File: src/rtl/branch_resolve_unit.sv
// EX-stage branch/jalr resolution: checks IF-stage predictions, raises a registered
// flush with the corrected PC, feeds back predictor-training strobes, counts events.
module branch_resolve_unit #(
  parameter int unsigned SHADOW_CYCLES = 0,
  parameter int unsigned CNT_WIDTH     = 16
) (
  input  logic                 clk,
  input  logic                 rst_n,
  input  logic                 valid_ex,
  input  logic                 PL_stall,
  input  logic                 B_type_ex,
  input  logic                 beq_ex,
  input  logic                 bne_ex,
  input  logic                 blt_ex,
  input  logic                 bge_ex,
  input  logic                 bltu_ex,
  input  logic                 bgeu_ex,
  input  logic                 jalr_ex,
  input  logic [31:0]          pc_ex,
  input  logic [31:0]          imme_ex,
  input  logic [31:0]          rs1_data_ex,
  input  logic [31:0]          rs2_data_ex,
  input  logic                 B_type_prediction_result_ex,
  input  logic [31:0]          jalr_pc_prediction_ex,
  output logic                 PL_flush,
  output logic [31:0]          pc_rollback,
  output logic                 B_type_branch_failed,
  output logic                 beq_branch_failed,
  output logic                 bne_branch_failed,
  output logic                 blt_branch_failed,
  output logic                 bge_branch_failed,
  output logic                 bltu_branch_failed,
  output logic                 bgeu_branch_failed,
  output logic [31:0]          pc_branch_filled,
  output logic                 B_type_prediction_result_branch_failed,
  output logic [CNT_WIDTH-1:0] resolved_cnt,
  output logic [CNT_WIDTH-1:0] mispredict_cnt
);

  localparam int unsigned SH_W = 3;
  localparam logic [CNT_WIDTH-1:0] CNT_MAX = '1;

  typedef enum logic [1:0] {
    S_IDLE   = 2'd0,
    S_FLUSH  = 2'd1,
    S_SHADOW = 2'd2
  } state_t;

  state_t          state;
  state_t          state_nxt;
  logic [SH_W-1:0] shadow_cnt;
  logic [SH_W-1:0] shadow_cnt_nxt;

  logic        op_eq;
  logic        op_lt_s;
  logic        op_lt_u;
  logic        b_taken;
  logic        b_mispredict;
  logic [31:0] b_target;
  logic [31:0] b_fallthru;
  logic [31:0] jalr_target;
  logic        jalr_mispredict;
  logic        mispredict;
  logic [31:0] rollback;
  logic        resolve_en;
  logic        fire;
  logic        fire_b;

  // Branch condition evaluation on the forwarded operands
  assign op_eq   = (rs1_data_ex == rs2_data_ex);
  assign op_lt_s = ($signed(rs1_data_ex) < $signed(rs2_data_ex));
  assign op_lt_u = (rs1_data_ex < rs2_data_ex);

  assign b_taken = (beq_ex  &  op_eq)   | (bne_ex  & ~op_eq)   |
                   (blt_ex  &  op_lt_s) | (bge_ex  & ~op_lt_s) |
                   (bltu_ex &  op_lt_u) | (bgeu_ex & ~op_lt_u);

  assign b_target     = pc_ex + imme_ex;
  assign b_fallthru   = pc_ex + 32'd4;
  assign b_mispredict = (b_taken != B_type_prediction_result_ex);

  assign jalr_target     = (rs1_data_ex + imme_ex) & 32'hFFFF_FFFE;
  assign jalr_mispredict = (jalr_target != jalr_pc_prediction_ex);

  // B-type wins if decode ever flags both kinds at once
  assign mispredict = B_type_ex ? b_mispredict : (jalr_ex & jalr_mispredict);
  assign rollback   = B_type_ex ? (b_taken ? b_target : b_fallthru) : jalr_target;

  assign resolve_en = valid_ex & ~PL_stall & (state == S_IDLE) & (B_type_ex | jalr_ex);
  assign fire       = resolve_en & mispredict;
  assign fire_b     = fire & B_type_ex;

  always_ff @(posedge clk) begin
    if (!rst_n) begin
      state      <= S_IDLE;
      shadow_cnt <= '0;
    end else begin
      state      <= state_nxt;
      shadow_cnt <= shadow_cnt_nxt;
    end
  end

  // Flush lasts one cycle unconditionally; the shadow drains only on advancing cycles
  always_comb begin
    state_nxt      = state;
    shadow_cnt_nxt = shadow_cnt;
    case (state)
      S_IDLE: begin
        if (fire) state_nxt = S_FLUSH;
      end
      S_FLUSH: begin
        if (SHADOW_CYCLES > 0) begin
          state_nxt      = S_SHADOW;
          shadow_cnt_nxt = SH_W'(SHADOW_CYCLES);
        end else begin
          state_nxt = S_IDLE;
        end
      end
      S_SHADOW: begin
        if (!PL_stall) begin
          shadow_cnt_nxt = shadow_cnt - SH_W'(1);
          if (shadow_cnt <= SH_W'(1)) state_nxt = S_IDLE;
        end
      end
      default: begin
        state_nxt      = S_IDLE;
        shadow_cnt_nxt = '0;
      end
    endcase
  end

  // Registered flush and predictor feedback; PC payloads hold between pulses
  always_ff @(posedge clk) begin
    if (!rst_n) begin
      PL_flush                               <= 1'b0;
      pc_rollback                            <= '0;
      B_type_branch_failed                   <= 1'b0;
      beq_branch_failed                      <= 1'b0;
      bne_branch_failed                      <= 1'b0;
      blt_branch_failed                      <= 1'b0;
      bge_branch_failed                      <= 1'b0;
      bltu_branch_failed                     <= 1'b0;
      bgeu_branch_failed                     <= 1'b0;
      pc_branch_filled                       <= '0;
      B_type_prediction_result_branch_failed <= 1'b0;
    end else begin
      PL_flush             <= fire;
      B_type_branch_failed <= fire_b;
      beq_branch_failed    <= fire_b & beq_ex;
      bne_branch_failed    <= fire_b & bne_ex;
      blt_branch_failed    <= fire_b & blt_ex;
      bge_branch_failed    <= fire_b & bge_ex;
      bltu_branch_failed   <= fire_b & bltu_ex;
      bgeu_branch_failed   <= fire_b & bgeu_ex;
      if (fire) pc_rollback <= rollback;
      if (fire_b) begin
        pc_branch_filled                       <= pc_ex;
        B_type_prediction_result_branch_failed <= B_type_prediction_result_ex;
      end
    end
  end

  // Saturating performance counters
  always_ff @(posedge clk) begin
    if (!rst_n) begin
      resolved_cnt   <= '0;
      mispredict_cnt <= '0;
    end else begin
      if (resolve_en && (resolved_cnt != CNT_MAX))
        resolved_cnt <= resolved_cnt + CNT_WIDTH'(1);
      if (fire && (mispredict_cnt != CNT_MAX))
        mispredict_cnt <= mispredict_cnt + CNT_WIDTH'(1);
    end
  end

endmodule

File: config.mk
export PLATFORM = sky130hd
export DESIGN_NAME = branch_resolve_unit
export DESIGN_NICKNAME = d
export VERILOG_FILES = /design/src/rtl/branch_resolve_unit.sv
export SDC_FILE = /design/constraint.sdc
export NUM_CORES = 1
export LEC_CHECK = 0
export ABC_AREA = 0
export CAP_MARGIN = 10
export CORE_ASPECT_RATIO = 1.1
export CORE_UTILIZATION = 39
export CTS_BUF_LIST = sky130_fd_sc_hd__clkbuf_4
export DETAILED_ROUTE_END_ITERATION = 8
export PLACE_DENSITY = 0.73
export SYNTH_ARGS = -nofsm -noshare
export SYNTH_HDL_FRONTEND = slang
export SYNTH_SLANG_ARGS = --single-unit
export TNS_END_PERCENT = 1
File: constraint.sdc
create_clock -name clk -period 4.09 [get_ports clk]
set_clock_uncertainty 0.1 [all_clocks]
set_input_delay 0.818 -clock clk [delete_from_list [all_inputs] [get_ports clk]]
set_output_delay 0.818 -clock clk [all_outputs]
set_load 0.01 [all_outputs]
==> results.txt, run 1 <==
----------------------------------------------------
[Clock network]
  Number of buffers created by CTS ... 9
  Post-CTS Hold Fix Bufs ... 0
  Root cell of the clock tree ... sky130_fd_sc_hd__clkbuf_4
  TritonCTS clock tree ... built
  Clock-pin slew on the worst setup and hold paths ... 160 ps
  Clock Latency Late Sink ... 500 ps
  Largest buffer count on any clock path ... 2
  Sinks on Clock Net ... 106
  CTS HTree Levels ... 3

[Synthesis]
  Area of the mapped netlist ... 0.0104 mm2
  Number of synthesized register bits ... 106
  Gate count after technology mapping ... 1387
  Seq/Total Area, Yosys ... 0.204
  Synth Warn # ... 0
  Mean cell area of the mapped netlist ... roughly 7.5 um2
  Count of flip-flops with a built-in enable after synthesis ... 0
  Synthesized-area fraction occupied by adder cells ... 0.119
  Area fraction in and, or, nand and nor cells after synthesis ... 0.233
  Post-synthesis compound-gate area fraction ... 0.260
  Main synth FF type ... sky130_fd_sc_hd__dfxtp_1
  Fraction of synthesis flops using an asynchronous set or reset pin ... 0
  XOR/XNOR Fraction of Synth Area ... 0.113
  Number of distinct library cell variants in the gate-level netlist after synthesis ... 83
  Mux cell area share after synthesis ... 0.0186
  Dominant combinational cell family by area after synthesis ... compound AO/OA/AOI/OAI gates
  Post-synth net total ... between 1500 and 2000

[Final layout]
  Synth-to-Final Area Change ... 68.1%
  Fill cell instance count of the final layout ... ~2200
  Ratio of cells with drive above 1 in the final layout ... 0.305
  Number of nets at the end of the flow ... 2237
  Summed area of non-filler cells in the final layout ... 0.0175 mm2
  Final core area utilization ... 0.670

[Power and ir drop]
  Largest voltage drop on the vdd net ... 0.000132 V
  Leakage ... 7.35 nW
  Total power of the final layout ... 3.85 mW
  Total power density per cell area ... 220 mW/mm2

[STA]
  Worst-Margin Slew ... 686 ps
  Unrepaired setup endpoints after global routing ... yes
  Achievable Freq ... 239 MHz
  Final Hold Violating Endpoints ... 0
  Setup-violating endpoint count in the final report ... 44
  Setup WS post-layout ... -87.2 ps
  Total negative slack for setup checks ... -1870 ps
  Minimum period implied by the final worst setup slack ... roughly 4200 ps
  Fraction of the cycle the final worst path needs ... 1.02
  Normalized max-slew margin ... 0.542
  Max-slew violation count ... 0

[Critical path]
  Crit path kind ... in -> reg
  CP Data Arrival Time ... 4490 ps
  Crit path required time ... around 4400 ps
  Type of element launching the critical path ... primary input
  Worst Setup End Kind ... register
  Highest fanout seen on the critical path ... 7
  R2r worst-path depth ... 11
  Delay of the slowest cell on the worst path ... ~370 ps
  Series of cell instances along the critical path ... buf_6 > and2_4 > fa_2 > a211oi_4 > buf_4 > buf_6 > o21ai_4 > a21oi_2 > xor2_1 > buf_4 > xor2_1 > and4_1 > nand4_1 > nor4_4 > nand4_2 > buf_6 > o21a_4 > buf_6 > and3_4 > mux2i_1
  Worst path slowest cell ... sky130_fd_sc_hd__fa_2
  Crit path top cell by count ... sky130_fd_sc_hd__buf_6

[Routing]
  Wire per inst ... between 15 and 20 um
  Sum of routed wire length over all layers ... between 40000 and 50000 um
  Total via count after detailed routing ... 12900
  Number of DRC violations after detailed-routing iteration 0 ... 1090
  Drt via density ... approximately 5.5
  Remaining routing DRC violations ... 0
  Number of nets with antenna violations after detailed routing ... 0
  Number of detailed-routing iterations run before antenna repair ... 7

[Global routing]
  Largest net degree at the start of global routing ... slightly above 50
  Via count of the first global-routing pass ... roughly 13000
  Remaining Overflow, GRT ... 0
  First-pass GRT wire length ... between 60000 and 70000 um
  Initial antenna violation count ... 3
  Combined global-route utilization of all metal layers ... 0.302

[Place]
  DPL Wire Length ... 33300 um
  Weighted congestion reported at the end of routability-driven placement ... roughly 0.94
  Pre-CTS worst setup slack ... -1110 ps
  IO buf count ... 277
  Area after DPL ... 0.0157 mm2

[Floorplan]
  Number of ports placed on the die boundary ... 278
  Floorplan row count ... 62
  Floorplan Core Area ... roughly 0.026 mm2
  Initial Utilization ... 0.398
  Die boundary height ... 173 um
  Area of the die ... ~0.027 mm2
  Die X ... between 150 and 200 um

[Run status]
  Result of the run ... finished, violations left
  Violations in the final reports ... negative setup slack

[Job]
  Count of max-cap constraint violations ... 0

[Min path]
  Type of the worst min-delay path ... reg -> reg
  Cells on Worst Hold Path ... 2

----------------------------------------------------
==> synth_stat cells, drive strengths merged (11+ instances only) <==
cell type    n  area share
o31ai       12      0.0091
clkbuf      45       0.016
or3         12      0.0072
inv         62       0.022
a21o        20       0.014
nor2       104       0.037
mux2i       16       0.015
a31oi       14      0.0084
and3        21       0.013
nand2b      13      0.0078
and2        12      0.0072
a21oi      155       0.077
o21a        12      0.0087
a211oi      26       0.025
o211ai      20       0.015
nor3        16      0.0087
nand2      188       0.068
a211o       11      0.0093
o21ai       75       0.037
xnor2       63       0.053
nand3       53       0.026
xor2        59       0.050
nor2b       12      0.0072
ha          96        0.12
nand4       27       0.017
nor4        13      0.0084
dfxtp      106        0.20
buf         16       0.013
==> sequential cells by signal, indices dropped and copies added (netlist names) <==
name,flops
bne_branch_failed,1
B_type_branch_failed,1
B_type_prediction_result_branch_failed,1
bge_branch_failed,1
PL_flush,1
bltu_branch_failed,1
pc_rollback,32
state,1
pc_branch_filled,32
mispredict_cnt,16
blt_branch_failed,1
beq_branch_failed,1
bgeu_branch_failed,1
resolved_cnt,16
==> layout make-up <==
class,instances,area (um2),area share
diodes,3,7.51,0.000429
clock buffers,11,82.6,0.00472
clock inverters,5,63.8,0.00365
inverters,63,236,0.0135
multi-input cells,1159,9040,0.516
flip-flops and latches,106,2120,0.121
well taps,352,440,0.0252
repair buffers,627,5510,0.315
==> placed cells by master (no fill, tap or decap), types with 11 or more instances in the layout <==
cell type | synthesis | routed
sky130_fd_sc_hd__inv_2 | 0 | 16
sky130_fd_sc_hd__buf_4 | 0 | 326
sky130_fd_sc_hd__o21ai_1 | 19 | 21
sky130_fd_sc_hd__nand2_1 | 188 | 181
sky130_fd_sc_hd__clkbuf_4 | 0 | 11
sky130_fd_sc_hd__inv_1 | 62 | 47
sky130_fd_sc_hd__mux2i_1 | 16 | 15
sky130_fd_sc_hd__dlygate4sd2_1 | 0 | 33
sky130_fd_sc_hd__a211oi_2 | 13 | 16
sky130_fd_sc_hd__clkdlybuf4s50_1 | 0 | 198
sky130_fd_sc_hd__xor2_1 | 59 | 53
sky130_fd_sc_hd__ha_1 | 96 | 51
sky130_fd_sc_hd__a211o_1 | 11 | 11
sky130_fd_sc_hd__nand4_1 | 26 | 26
sky130_fd_sc_hd__buf_6 | 8 | 20
sky130_fd_sc_hd__clkbuf_2 | 0 | 11
sky130_fd_sc_hd__a21oi_2 | 6 | 23
sky130_fd_sc_hd__nor2_1 | 104 | 91
sky130_fd_sc_hd__xnor2_1 | 63 | 59
sky130_fd_sc_hd__ha_4 | 0 | 44
sky130_fd_sc_hd__a21oi_1 | 149 | 129
sky130_fd_sc_hd__dfxtp_1 | 106 | 106
sky130_fd_sc_hd__nand2b_1 | 13 | 13
sky130_fd_sc_hd__o211ai_1 | 19 | 19
sky130_fd_sc_hd__a21o_1 | 20 | 20
sky130_fd_sc_hd__and2_1 | 12 | 11
sky130_fd_sc_hd__nand3_1 | 52 | 44
sky130_fd_sc_hd__o21ai_0 | 54 | 42
sky130_fd_sc_hd__nor2b_1 | 12 | 11
sky130_fd_sc_hd__and3_1 | 21 | 20
sky130_fd_sc_hd__dlymetal6s2s_1 | 0 | 26
==> path summary, 6_finish.rpt <==
path | startpoint | end | slack, ps
setup / recovery | imme_ex[0] | mispredict_cnt[6]$_SDFFE_PN0P_ | -90
hold reg to reg | pc_branch_filled[20]$_SDFFE_PN0P_ | pc_branch_filled[20]$_SDFFE_PN0P_ | 360
setup reg to reg | resolved_cnt[9]$_SDFFE_PN0P_ | resolved_cnt[15]$_SDFFE_PN0P_ | 1590
hold / removal | pc_branch_filled[20]$_SDFFE_PN0P_ | pc_branch_filled[20]$_SDFFE_PN0P_ | 360
==> power breakdown <==
group          leakage, nW  internal [mW]  total [mW]  switching (mW)
clock network       0.0713          0.204       0.593           0.389
registers            0.858           1.07        1.09          0.0208
logic                 6.42           1.10        2.17            1.07
total                 7.35           2.37        3.85            1.48
==> cell families after synthesis <==
kind of cell,count (synthesis)
AOI/OAI and AO/OA,409
buffers and inverters,124
muxes,19
DFF,106
and+or+nand+nor,504
adders and majority gates,98
xor gates and xnor gates,127
==> metrics by stage <==
stage / hold slack, ps / cells
floorplan: 373 / 1387
global placement: 334 / 2260
detailed placement: 344 / 2260
CTS: 363 / 2305
global route: 382 / 2326
finish: 363 / 2326
==> timing repair <==
| action | in CTS | in global routing |
|---|---|---|
| buffers inserted | 25 | 17 |
| gates resized for setup | 197 | 160 |
| cloned | 4 | 1 |
| pin swaps | 74 | 69 |
| setup endpoints to repair | 90 | 90 |
==> critical path, delay by kind of cell <==
kind	cells	cell delay [ps]
AND/OR/NAND/NOR	6	1200
buffers and inverters	6	870
AO/OA/AOI/OAI	4	820
adder cells (fa/ha/maj)	1	370
XOR/XNOR	2	300
multiplexers	1	110
==> layer usage <==
layer  wire length, um  global-route usage  up-vias  share of wire
li1                  -                   -     6187              -
met5                 0                   0        -              0
met4              1520               0.123        0          0.035
met3              2610              0.0350       88          0.061
met2             20500               0.506      526           0.48
met1             18400               0.390     6079           0.43
No activity file was read; power rests on OpenSTA's default activity.
==> run 2, diff against run 1 <==
Settings changed: GPL_ROUTABILITY_DRIVEN set to 0.
==> run 2 against run 1 <==
- the run ends with design-rule violations, negative setup slack left
- register-to-register slack got worse by 200 ps
- wire length is 2.0% higher
- flip-flop and latch count is the same
- first-iteration DRC count is 19% higher
- setup slack got worse by 140 ps
- largest cell class unchanged
- sequential power about the same
- clock power rose by 15%
- via count is 2.4% higher
- global-route usage fell by 0.72 points
- combinational power about the same
==> results.txt, run 2 (synthesized netlist as in run 1, its figures left out) <==
----------------------------------------------------
[Final layout]
  Seq. cell area ... 0.00212 mm2 (unchanged)
  Synth-to-Final Area Change ... 68.6%
  Area used by multi-input combinational logic ... 0.00908 mm2 (+0.47%)
  Commonest cells after routing, fill and taps aside ... sky130_fd_sc_hd__buf_4 (322), sky130_fd_sc_hd__clkdlybuf4s50_1 (210), sky130_fd_sc_hd__nand2_1 (185)
  Number of nets at the end of the flow ... 2231 (-0.27%)
  Number of standard cells in the layout, taps in and fillers out ... 2324 (-0.086%)
  Leading cell type in the layout, fill and taps excluded ... sky130_fd_sc_hd__buf_4
  Ratio of cells with drive above 1 in the final layout ... 0.300 (-0.00568)
  Summed area of non-filler cells in the final layout ... 0.0176 mm2 (+0.31%)
  Fill cell instance count of the final layout ... 2074 (-4.9%)
  Registers with the highest flip-flop counts ... pc_branch_filled: 32 flops, pc_rollback: 32 flops

[Clock network]
  CTS HTree Levels ... 3 (unchanged)
  Sinks on Clock Net ... 106 (unchanged)
  Root cell of the clock tree ... sky130_fd_sc_hd__clkbuf_4
  Clock Latency Late Sink ... 530 ps (+30 ps)
  Number of buffers created by CTS ... 9 (unchanged)
  Largest buffer count on any clock path ... 2 (unchanged)
  Post-CTS Hold Fix Bufs ... 0 (unchanged)
  TritonCTS clock tree ... built
  Clock-pin slew on the worst setup and hold paths ... 180 ps (+20 ps)

[Global routing]
  Largest net degree at the start of global routing ... 51 (unchanged)
  Via count of the first global-routing pass ... 12400 (-1.1%)
  Combined global-route utilization of all metal layers ... 0.295 (-0.00723)
  Remaining Overflow, GRT ... 0 (unchanged)
  First-pass GRT wire length ... 63800 um (-1.4%)
  Initial antenna violation count ... 4 (+1)

[Routing]
  Total via count after detailed routing ... 13200 (+2.4%)
  Sum of routed wire length over all layers ... 43900 um (+2.0%)
  Number of detailed-routing iterations run before antenna repair ... 8 (+1)
  Number of nets with antenna violations after detailed routing ... 0 (unchanged)
  Number of DRC violations after detailed-routing iteration 0 ... 1296 (+19%)
  Drt via density ... 5.67 (+2.4%)
  Remaining routing DRC violations ... 1 (+1)
  Wire per inst ... 18.9 um (+2.1%)

[Power and ir drop]
  Leakage ... 7.29 nW (-0.70%)
  Share of power burned in combinational logic ... 0.553 (-0.011)
  Total power density per cell area ... 225 mW/mm2 (+2.3%)
  Clock network fraction of design power ... 0.173 (+0.019)
  Largest voltage drop on the vdd net ... 0.000197 V (+50%)
  Reg power frac ... 0.275 (-0.007)
  Cell internal pwr ... 2.42 mW (+1.9%)
  Net switching component of the power ... 1.54 mW (+3.7%)
  Share of total power consumed by net switching ... 0.388 (+0.00407)
  Total power of the final layout ... 3.95 mW (+2.6%)

[Job]
  Count of max-cap constraint violations ... 0 (unchanged)

[STA]
  Unrepaired setup endpoints after global routing ... yes
  Achievable Freq ... 231 MHz (-3.3%)
  Worst-Margin Slew ... 642 ps (-44.6 ps)
  Fraction of the cycle the final worst path needs ... 1.06 (+0.0351)
  Minimum period implied by the final worst setup slack ... 4320 ps (+144 ps)
  Setup-violating endpoint count in the final report ... 51 (+16%)
  Setup WS post-layout ... -231 ps (-144 ps)
  Final Hold Violating Endpoints ... 0 (unchanged)
  Max-slew violation count ... 0 (unchanged)
  Normalized max-slew margin ... 0.572 (+0.0298)

[Critical path]
  Worst Setup End Kind ... register
  Crit path required time ... 4420 ps (+20 ps)
  Crit path kind ... in -> reg
  CP Data Arrival Time ... 4650 ps (+160 ps)
  Highest fanout seen on the critical path ... 10 (+3)
  Type of element launching the critical path ... primary input
  Startpoint of the most critical setup path ... rs1_data_ex[1]
  Critical R2R Launch ... resolved_cnt[7]$_SDFFE_PN0P_

[Min path]
  Startpoint of the worst hold path ... pc_rollback[18]$_SDFFE_PN0P_
  Type of the worst min-delay path ... reg -> reg

[Floorplan]
  Area of the die ... 0.0274 mm2 (unchanged)
  Floorplan Core Area ... 0.0261 mm2 (unchanged)
  Die boundary height ... 173 um (unchanged)
  Die X ... 158 um (unchanged)
  Number of ports placed on the die boundary ... 278 (unchanged)
  Floorplan row count ... 62 (unchanged)
  Initial Utilization ... 0.398 (unchanged)

[Place]
  # placed instances ... 2264 (+0.18%)
  Area after DPL ... 0.0157 mm2 (+0.19%)
  IO buf count ... 277 (unchanged)
  DPL Wire Length ... 32000 um (-3.8%)

[Run status]
  Result of the run ... finished, violations left
  Violations in the final reports ... design-rule violations, negative setup slack

----------------------------------------------------
run 2: routing by layer:
metal	share of wire	vias to the layer above	global-route usage
li1	-	6195	-
met1	0.40	6179	0.375
met2	0.47	631	0.489
met3	0.071	178	0.0378
met4	0.056	0	0.141
met5	0	-	0
run 2: worst max-delay path, stage by stage:
cell,delay (ps)
sky130_fd_sc_hd__buf_2,150
sky130_fd_sc_hd__ha_4,290
sky130_fd_sc_hd__a31oi_4,100
sky130_fd_sc_hd__a211oi_4,370
sky130_fd_sc_hd__a211o_1,300
sky130_fd_sc_hd__a31oi_4,170
sky130_fd_sc_hd__a2111oi_4,360
sky130_fd_sc_hd__o211ai_1,180
sky130_fd_sc_hd__or3_4,420
sky130_fd_sc_hd__nor4_4,360
sky130_fd_sc_hd__nand4_4,180
sky130_fd_sc_hd__buf_6,170
sky130_fd_sc_hd__o21a_4,280
sky130_fd_sc_hd__clkbuf_16,190
sky130_fd_sc_hd__buf_4,130
sky130_fd_sc_hd__a211oi_2,170
run 2: layout make-up:
| cell class | instances | share of cell area |
|---|---|---|
| clock inverters | 7 | 0.00641 |
| diodes | 7 | 0.000998 |
| multi-input cells | 1158 | 0.517 |
| well taps | 352 | 0.0251 |
| clock buffers | 9 | 0.00385 |
| inverters | 63 | 0.0135 |
| repair buffers | 622 | 0.312 |
| flip-flops and latches | 106 | 0.121 |
run 2: repair_timing:
item,in CTS,in global routing
pin swaps,65,70
setup buffers,21,14
gates cloned,2,2
resized for setup,190,149
setup endpoints to repair,90,88
run 2: worst paths after layout:
path              slack [ps]  depth (start not counted)                       endpoint
setup reg to reg        1390                         10  resolved_cnt[15]$_SDFFE_PN0P_
hold reg to reg          370                          2   pc_rollback[18]$_SDFFE_PN0P_
setup / recovery        -230                         16   pc_rollback[12]$_SDFFE_PN0P_
hold / removal           370                          2   pc_rollback[18]$_SDFFE_PN0P_
run 2: metrics by stage:
| step | setup WS [ps] | setup TNS [ps] | utilization | hold slack (ps) |
|---|---|---|---|---|
| floorplan | -1.11 | -1.11 | - | 373 |
| CTS | -14.7 | -48.4 | 0.642 | 366 |
| global route | -251 | -11240 | 0.672 | 380 |
| finish | -231 | -5910 | 0.672 | 366 |
| detailed placement | -1140 | -81180 | 0.601 | 344 |
| global placement | -1070 | -77180 | 0.601 | 338 |
run 2: power groups by stage:
stage          Combinational [mW]  Sequential (mW)  Clock (mW)
2_1_floorplan               0.910             1.12           0
3_3_place_gp                 1.78             1.10           0
3_5_place_dp                 1.81             1.11           0
4_1_cts                      1.96             1.08       0.690
5_1_grt                      2.32             1.09       0.737
6_report                     2.19             1.09       0.682
